--- src/rtl/dac_frame_serializer.sv ---
// dac_frame_serializer: one-deep buffered, framed MSB-first SPI (mode 0) serializer for a DAC.
//   clk, rst        : clock, synchronous active-high reset
//   in_data/valid   : sample input, accepted when in_valid && in_ready
//   in_ready        : buffer empty
//   sclk/mosi/csb   : registered SPI outputs
//   frame_done      : one-cycle pulse as csb returns high
//   overrun         : sticky, write attempted while buffer full
module dac_frame_serializer #(
    parameter int WORD_WIDTH = 16,
    parameter int CLK_DIV    = 2,
    parameter int CS_GAP     = 2
) (
    input  logic                  clk,
    input  logic                  rst,
    input  logic [WORD_WIDTH-1:0] in_data,
    input  logic                  in_valid,
    output logic                  in_ready,
    output logic                  sclk,
    output logic                  mosi,
    output logic                  csb,
    output logic                  frame_done,
    output logic                  overrun
);
    localparam int BW = $clog2(WORD_WIDTH + 1);
    typedef enum logic [1:0] {IDLE, SHIFT, GAP} state_t;
    state_t                state_q, state_d;
    logic [WORD_WIDTH-1:0] buf_q, buf_d, shreg_q, shreg_d, sh_next;
    logic [BW-1:0]         bit_cnt_q, bit_cnt_d;
    logic [7:0]            div_cnt_q, div_cnt_d;
    logic                  buf_full_q, buf_full_d, sclk_q, sclk_d, mosi_q, mosi_d;
    logic                  csb_q, csb_d, done_q, done_d, overrun_q, overrun_d;
    logic                  accept, start, div_wrap;
    always_comb begin
        accept    = in_valid && !buf_full_q;
        div_wrap  = div_cnt_q == 8'(CLK_DIV - 1);
        sh_next   = shreg_q << 1;
        start     = 1'b0;
        state_d   = state_q;
        buf_d     = accept ? in_data : buf_q;
        shreg_d   = shreg_q;
        bit_cnt_d = bit_cnt_q;
        div_cnt_d = div_cnt_q;
        sclk_d    = sclk_q;
        mosi_d    = mosi_q;
        csb_d     = csb_q;
        done_d    = 1'b0;
        overrun_d = overrun_q || (in_valid && buf_full_q);
        case (state_q)
            IDLE: start = buf_full_q;
            SHIFT: begin
                div_cnt_d = div_wrap ? 8'd0 : div_cnt_q + 8'd1;
                if (div_wrap) begin
                    if (!sclk_q) begin
                        sclk_d = 1'b1;
                    end else if (bit_cnt_q == BW'(WORD_WIDTH - 1)) begin
                        state_d   = GAP;
                        sclk_d    = 1'b0;
                        mosi_d    = 1'b0;
                        csb_d     = 1'b1;
                        done_d    = 1'b1;
                        bit_cnt_d = '0;
                    end else begin
                        sclk_d    = 1'b0;
                        shreg_d   = sh_next;
                        mosi_d    = sh_next[WORD_WIDTH-1];
                        bit_cnt_d = bit_cnt_q + 1'b1;
                    end
                end
            end
            GAP: begin
                // The frame_done cycle is gap cycle 0; a pending word starts
                // on the edge that ends the gap so csb stays high exactly CS_GAP.
                if (div_cnt_q == 8'(CS_GAP - 1)) begin
                    state_d   = IDLE;
                    div_cnt_d = 8'd0;
                    start     = buf_full_q;
                end else begin
                    div_cnt_d = div_cnt_q + 8'd1;
                end
            end
            default: begin
                state_d   = IDLE;
                csb_d     = 1'b1;
                sclk_d    = 1'b0;
                mosi_d    = 1'b0;
                div_cnt_d = 8'd0;
                bit_cnt_d = '0;
            end
        endcase
        if (start) begin
            state_d   = SHIFT;
            shreg_d   = buf_q;
            mosi_d    = buf_q[WORD_WIDTH-1];
            csb_d     = 1'b0;
            sclk_d    = 1'b0;
            div_cnt_d = 8'd0;
            bit_cnt_d = '0;
        end
        buf_full_d = accept || (buf_full_q && !start);
    end
    always_ff @(posedge clk) begin
        if (rst) begin
            state_q    <= IDLE;
            buf_q      <= '0;
            shreg_q    <= '0;
            bit_cnt_q  <= '0;
            div_cnt_q  <= 8'd0;
            buf_full_q <= 1'b0;
            sclk_q     <= 1'b0;
            mosi_q     <= 1'b0;
            csb_q      <= 1'b1;
            done_q     <= 1'b0;
            overrun_q  <= 1'b0;
        end else begin
            state_q    <= state_d;
            buf_q      <= buf_d;
            shreg_q    <= shreg_d;
            bit_cnt_q  <= bit_cnt_d;
            div_cnt_q  <= div_cnt_d;
            buf_full_q <= buf_full_d;
            sclk_q     <= sclk_d;
            mosi_q     <= mosi_d;
            csb_q      <= csb_d;
            done_q     <= done_d;
            overrun_q  <= overrun_d;
        end
    end
    assign in_ready   = !buf_full_q;
    assign sclk       = sclk_q;
    assign mosi       = mosi_q;
    assign csb        = csb_q;
    assign frame_done = done_q;
    assign overrun    = overrun_q;
endmodule

--- config.mk ---
export PLATFORM = sky130hd
export DESIGN_NAME = dac_frame_serializer
export DESIGN_NICKNAME = d
export VERILOG_FILES = /design/src/rtl/dac_frame_serializer.sv
export SDC_FILE = /design/constraint.sdc
export NUM_CORES = 1
export LEC_CHECK = 0
export CORE_ASPECT_RATIO = 0.6
export CORE_MARGIN = 3
export CORE_UTILIZATION = 60
export DETAILED_ROUTE_END_ITERATION = 10
export DONT_BUFFER_PORTS = 1
export GPL_ROUTABILITY_DRIVEN = 1
export PLACE_DENSITY = 0.76
export SLEW_MARGIN = 0
export SYNTH_ARGS = -nofsm -noshare
export SYNTH_HDL_FRONTEND = slang
export SYNTH_SLANG_ARGS = --single-unit
--- constraint.sdc ---
create_clock -name clk -period 5.4 [get_ports clk]
set_clock_uncertainty 0.15 [all_clocks]
set_input_delay 0.81 -clock clk [delete_from_list [all_inputs] [get_ports clk]]
set_output_delay 0.81 -clock clk [all_outputs]
set_load 0.005 [all_outputs]
## After elaboration in Yosys (flattened, before gate mapping)

Index checks and enable logic that the tools add are counted.

| operators by class | value |
|---|---|
| reduce and logical (&&, ||, !) cells | 22 |
| $add $sub $neg | 2 |
| mux-type cells | 33 |
| eq/ne operators | 15 |
| bitwise operators | 5 |

Operator list:

| kind | count |
|---|---|
| $mux W15 | 5 |
| $pmux W8 S2 | 1 |
| $mux W5 | 3 |
| $mux W1 | 13 |
| $ne A2 B2 Y1 const B | 6 |
| $ne A3 B3 Y1 const B | 4 |
| $pmux W5 S2 | 1 |
| $reduce_and A5 Y1 | 2 |
| $add A8 B1 Y8 const B | 1 |
| $eq A8 B1 Y1 const B | 1 |
| $mux W2 | 4 |
| $mux W8 | 1 |
| $pmux W1 S2 | 4 |
| $reduce_and A4 Y1 | 2 |
| $pmux W2 S3 | 1 |
| $reduce_and A3 Y1 | 2 |
| $reduce_bool A2 Y1 | 3 |
| $reduce_or A2 Y1 | 3 |
| $add A5 B1 Y5 const B | 1 |
| $eq A5 B4 Y1 const B | 1 |
| $not A1 Y1 | 5 |
| $reduce_or A4 Y1 | 1 |
| $logic_and A1 B1 Y1 | 3 |
| $eq A2 B1 Y1 const B | 1 |
| other kinds (6) | 8 |

| word-level totals | value |
|---|---|
| register bits after elaboration | 52 |
| bits of input ports | 19 |
| logic and storage cells | 89 |

## Logic depth before layout (Yosys ltp)

| depth | value |
|---|---|
| depth in word-level cells | 6 |
| depth in mapped cells | 8 |

## Worst setup path before layout

OpenSTA, ideal clock, no wires.

| path | value |
|---|---|
| path type | reg-to-reg |
| start | reg div_cnt_q[1] |
| end | reg mosi_q, in the netlist mosi |
| cell stages (with the launch flop) | 9 |
| setup slack | 3530 ps |
| data arrival time | 1629 ps |
| required time | 5159 ps |
| clock period less this slack | 1870 ps |
| library setup time | 91 ps |
| path through | dfxtp_1 -> inv_1 -> ha_1 -> nor4b_2 -> buf_2 -> a32oi_2 -> buf_2 -> nor2_1 -> a311oi_1 |

| between the ends | value |
|---|---|
| cells in the longest elaborated chain, start to end | 5 |

RTL lines:

| what | RTL line | source |
|---|---|---|
| start, declared | 29 | `logic [7:0] div_cnt_q, div_cnt_d;` |
| start signal, assigned | 119 | `div_cnt_q <= div_cnt_d;` |
| $eq A8 B1 Y1 * | 35, 73 |  |
| $mux W1 | 73 | `if (div_cnt_q == 8'(CS_GAP - 1)) begin` |
| $pmux W1 S2 | 48 | `case (state_q)` |
| $ne A3 B3 Y1 (no line) / $ne A2 B1 Y1 (equally long branches) | - |  |
| $reduce_and A3 Y1 (no line) | - |  |
| end signal, assigned | 122 | `mosi_q <= mosi_d;` |
| end, declared | 30 | `logic buf_full_q, buf_full_d, sclk_q, sclk_d, mosi_q, mosi_d;` |

Mark *: on every way between the ends. The rest lies on a longest branch, timed or not.
A chain may end at the register's enable or synchronous reset.

## Worst setup path in the final report

| path | value |
|---|---|
| start | reg div_cnt_q[0] |
| end | reg shreg_q[9] |

| between the ends | value |
|---|---|
| cells in the longest elaborated chain, start to end | 5 |

RTL lines:

| what | RTL line | source |
|---|---|---|
| $eq A8 B1 Y1 * | 35, 73 |  |
| $mux W1 | 73 |  |
| $pmux W1 S2 | 48 |  |
| $ne A2 B2 Y1 (no line) / $reduce_bool A2 Y1 (equally long branches) | - |  |
| $reduce_and A4 Y1 (no line) | - |  |
| end signal, assigned | 117 | `shreg_q <= shreg_d;` |
| end, declared | 27 | `logic [WORD_WIDTH-1:0] buf_q, buf_d, shreg_q, shreg_d, sh_next;` |

Marks and branches as above.

==> flow_summary.ini <==
[grt]
track_usage_pct = 21.31
antenna_found_initial = 0
grt_pass1_vias = 1565
grt_pass1_wl_mm = 7.596
grt_max_degree = 39
grt_overflow = 0

[setup_path]
startpoint_type = flip-flop
r2r_slack_ns = 2.73
max_stage_delay_ns = 0.73
path_cells = ha_1 > nor4b_2 > nand4_1 > nand2_1 > a311oi_1
crit_fanout = 15
cp.arrival_ns = 2.69
critPathTopFamily = simple AND/OR/NAND/NOR gates
r2r_end = shreg_q[9]
crit_slowest_cell = nor4b_2
rr_worst_depth = 5
r2r-start = div_cnt_q[0]
critical_path_class = flip-flop to flip-flop
cp_num_buf_inv = 0
worstPathRequired_ns = 5.42
end_kind = flip-flop

[timing]
worstMarginPinSlew_ns = 1.038
finalHoldViolCount = 0
finalSetupTns_ns = 0
period_minus_slack_ns = 2.673
slew_headroom_pct = 30.69
fmax_mhz = 374.1
final-setup-viol-count = 0
whs_ns = 0.3032
fin_crit_sh_pct = 49.50
rsz0062_at_grt = no
final_max_slew_viol_count = 0

[floorplanning]
rows = 16
start_util_pct = 66.17
dieWidth_um = 85.56
die_y_um = 53.73
core_region_area_mm2 = 0.003443
io-pin-count = 25
dieArea_mm2 = 0.004597

[power_and_ir_drop]
power_leakage_nw = 0.8357
power_density_mw_per_mm2 = 323.1
ir_drop_mv = 0.2059

[cts]
clock_latency_ns = 0.30
tritoncts = yes
postCtsSetupRepairBufs = 0
clkSlewWorstSetupHoldPaths_ns = 0.09
numClockSinks = 52
root_buffer = clkbuf_8
ctsHoldBuffers = 0
cts_resized = 0
clk_path_buf_depth = 2
h-tree-depth = 2
numCtsBuffers = 5

[routing]
via_per_inst = 5.795
dr_total_vias = 1837
wl_per_cell_um = 14.29
drc_errors = 0
routed_wirelength_mm = 4.531
ant_nets = 0
drtPass1Iterations = 4
drtIter0Drc = 162

[synth]
syn_nets = 305
syn-cell-area_mm2 = 0.002278
avgSynthCellArea_um2 = 8.137
yosys_register_bits = 52
ys_seq_area_share_pct = 45.69
ys_types = 39
syn_inst = 280
yosysWarnings = 0

[cells_and_area]
n_antenna_cell = 0
fin_nets = 296
drive_gt1_share_pct = 4.779
area_delta_synth_final_pct = 4.887

[place]
place.port_buffers = 0
dpl.hpwl_mm = 3.114
place.gp.congestion = 0.8399

[outcome]
outcome = complete, no violations

[flow_run]
cap_violations = 0

[min_path]
min_path_cells = 2
hold_path.startpoint = buf_q[8]
hp-class = flip-flop to flip-flop
hold_end = buf_q[8]
## worst max-delay path by stage
| stage | startpoint | end | slack, ns | cells after the start |
|---|---|---|---|---|
| floorplan | div_cnt_q[1] | mosi | 3.53 | 8 |
| global placement | div_cnt_q[0] | shreg_q[13] | 2.90 | 5 |
| detailed placement | div_cnt_q[0] | shreg_q[11] | 2.79 | 5 |
| CTS | div_cnt_q[0] | shreg_q[11] | 2.76 | 5 |
| global route | div_cnt_q[0] | shreg_q[0] | 2.45 | 5 |
| finish | div_cnt_q[0] | shreg_q[9] | 2.73 | 5 |
## metrics by stage
| stage | cells | util [%] | power [W] | worst slack, ns | instance area [um^2] |
|---|---|---|---|---|---|
| after floorplan | 280 | - | 0.0004840 | 3.530 | 2278 |
| after global placement | 309 | 65.73 | 0.0004942 | 2.901 | 2263 |
| after detailed placement | 309 | 65.73 | 0.0004959 | 2.794 | 2263 |
| after CTS | 317 | 69.40 | 0.0007786 | 2.760 | 2390 |
| after global routing | 317 | 69.40 | 0.0008074 | 2.455 | 2390 |
| final | 317 | 69.40 | 0.0007722 | 2.727 | 2390 |
## cells by family after synthesis
family	after synthesis	synth area share, %
xor+xnor	6	2.306
flops	52	45.69
compound gates	60	17.35
simple gates	132	26.74
fa+ha+maj	6	3.295
buf+inv	24	4.613
## worst reg2reg max path, delay by kind of cell (launching register included)
family,cells,cell delay [ns]
flops,1,0.43
simple gates,3,1.69
compound gates,1,0.11
fa+ha+maj,1,0.17
## report_power, final
group	internal, W	switching (W)	total (W)
combinational	0.0000245	0.0000458	0.0000703
clock	0.000163	0.000121	0.000284
sequential	0.000405	0.0000128	0.000418
## state kept, by name, summed over array words and instances, names as in the netlist
register and count:
csb 1, frame_done 1, buf_q 16, bit_cnt_q 5, overrun 1, state_q 2, div_cnt_q 8, sclk 1
shreg_q 15, mosi 1, buf_full_q 1
## layout by cell type (no fill, tap or decap)
master	instances
nand3_1	5
nor4b_2	1
nor3_1	5
o21bai_1	1
and4b_1	1
xor2_1	2
and4_1	1
inv_1	7
nor2b_1	3
a21boi_0	1
a31oi_1	3
o31ai_1	2
nor4_1	1
nand3b_1	1
bufinv_16	1
o21ai_0	5
and3_1	2
dfxtp_1	52
a211oi_1	1
or2_2	1
or2_0	1
or3_1	2
buf_4	1
xnor2_1	4
ha_1	6
nand4b_1	3
a32oi_2	1
a21oi_1	28
nor4b_4	1
a32oi_1	1
clkbuf_8	7
nand4_1	1
o41ai_1	1
a311oi_1	16
nor2_1	31
nand2_1	67
and2_1	3
nand2b_1	2
## layout make-up
| cell class | count | area, um^2 |
|---|---|---|
| inverters | 7 | 26.28 |
| fillers | 313 | 1054 |
| multi-input cells | 204 | 1132 |
| well taps | 45 | 56.30 |
| clock buffers | 7 | 96.34 |
| repair buffers | 1 | 7.507 |
| flip-flops and latches | 52 | 1041 |
| clock inverters | 1 | 30.03 |
## layer usage
layer	GRT usage, %	routed length [um]	part of all wire [%]	up-vias
met5	0	0	0	-
met4	6.316	24	0.53	0
met3	5.352	303	6.7	5
met2	26.93	1740	38	53
met1	34.15	2462	54	836
li1	-	-	-	943
## Yosys cell counts, drive strengths merged
| cell type | number | area [um^2] |
|---|---|---|
| a211oi | 1 | 7.510 |
| a21boi | 1 | 7.510 |
| a21oi | 28 | 140.1 |
| a311oi | 16 | 140.1 |
| a31oi | 3 | 18.77 |
| a32oi | 2 | 25.03 |
| and2 | 3 | 18.77 |
| and3 | 2 | 12.51 |
| and4 | 1 | 8.760 |
| and4b | 1 | 10.01 |
| buf | 9 | 48.80 |
| clkbuf | 8 | 30.03 |
| dfxtp | 52 | 1041 |
| ha | 6 | 75.07 |
| inv | 7 | 26.28 |
| nand2 | 67 | 251.5 |
| nand2b | 2 | 12.51 |
| nand3 | 5 | 25.02 |
| nand3b | 1 | 7.510 |
| nand4 | 1 | 6.260 |
| nand4b | 3 | 26.28 |
| nor2 | 31 | 116.4 |
| nor2b | 3 | 18.77 |
| nor3 | 5 | 25.02 |
| nor4 | 1 | 6.260 |
| nor4b | 2 | 38.78 |
| o21ai | 5 | 25.02 |
| o21bai | 1 | 7.510 |
| o31ai | 2 | 15.01 |
| o41ai | 1 | 8.760 |
| or2 | 2 | 12.52 |
| or3 | 2 | 12.51 |
| xnor2 | 4 | 35.03 |
| xor2 | 2 | 17.52 |
Note: power is estimated with default switching activity, not from simulation.
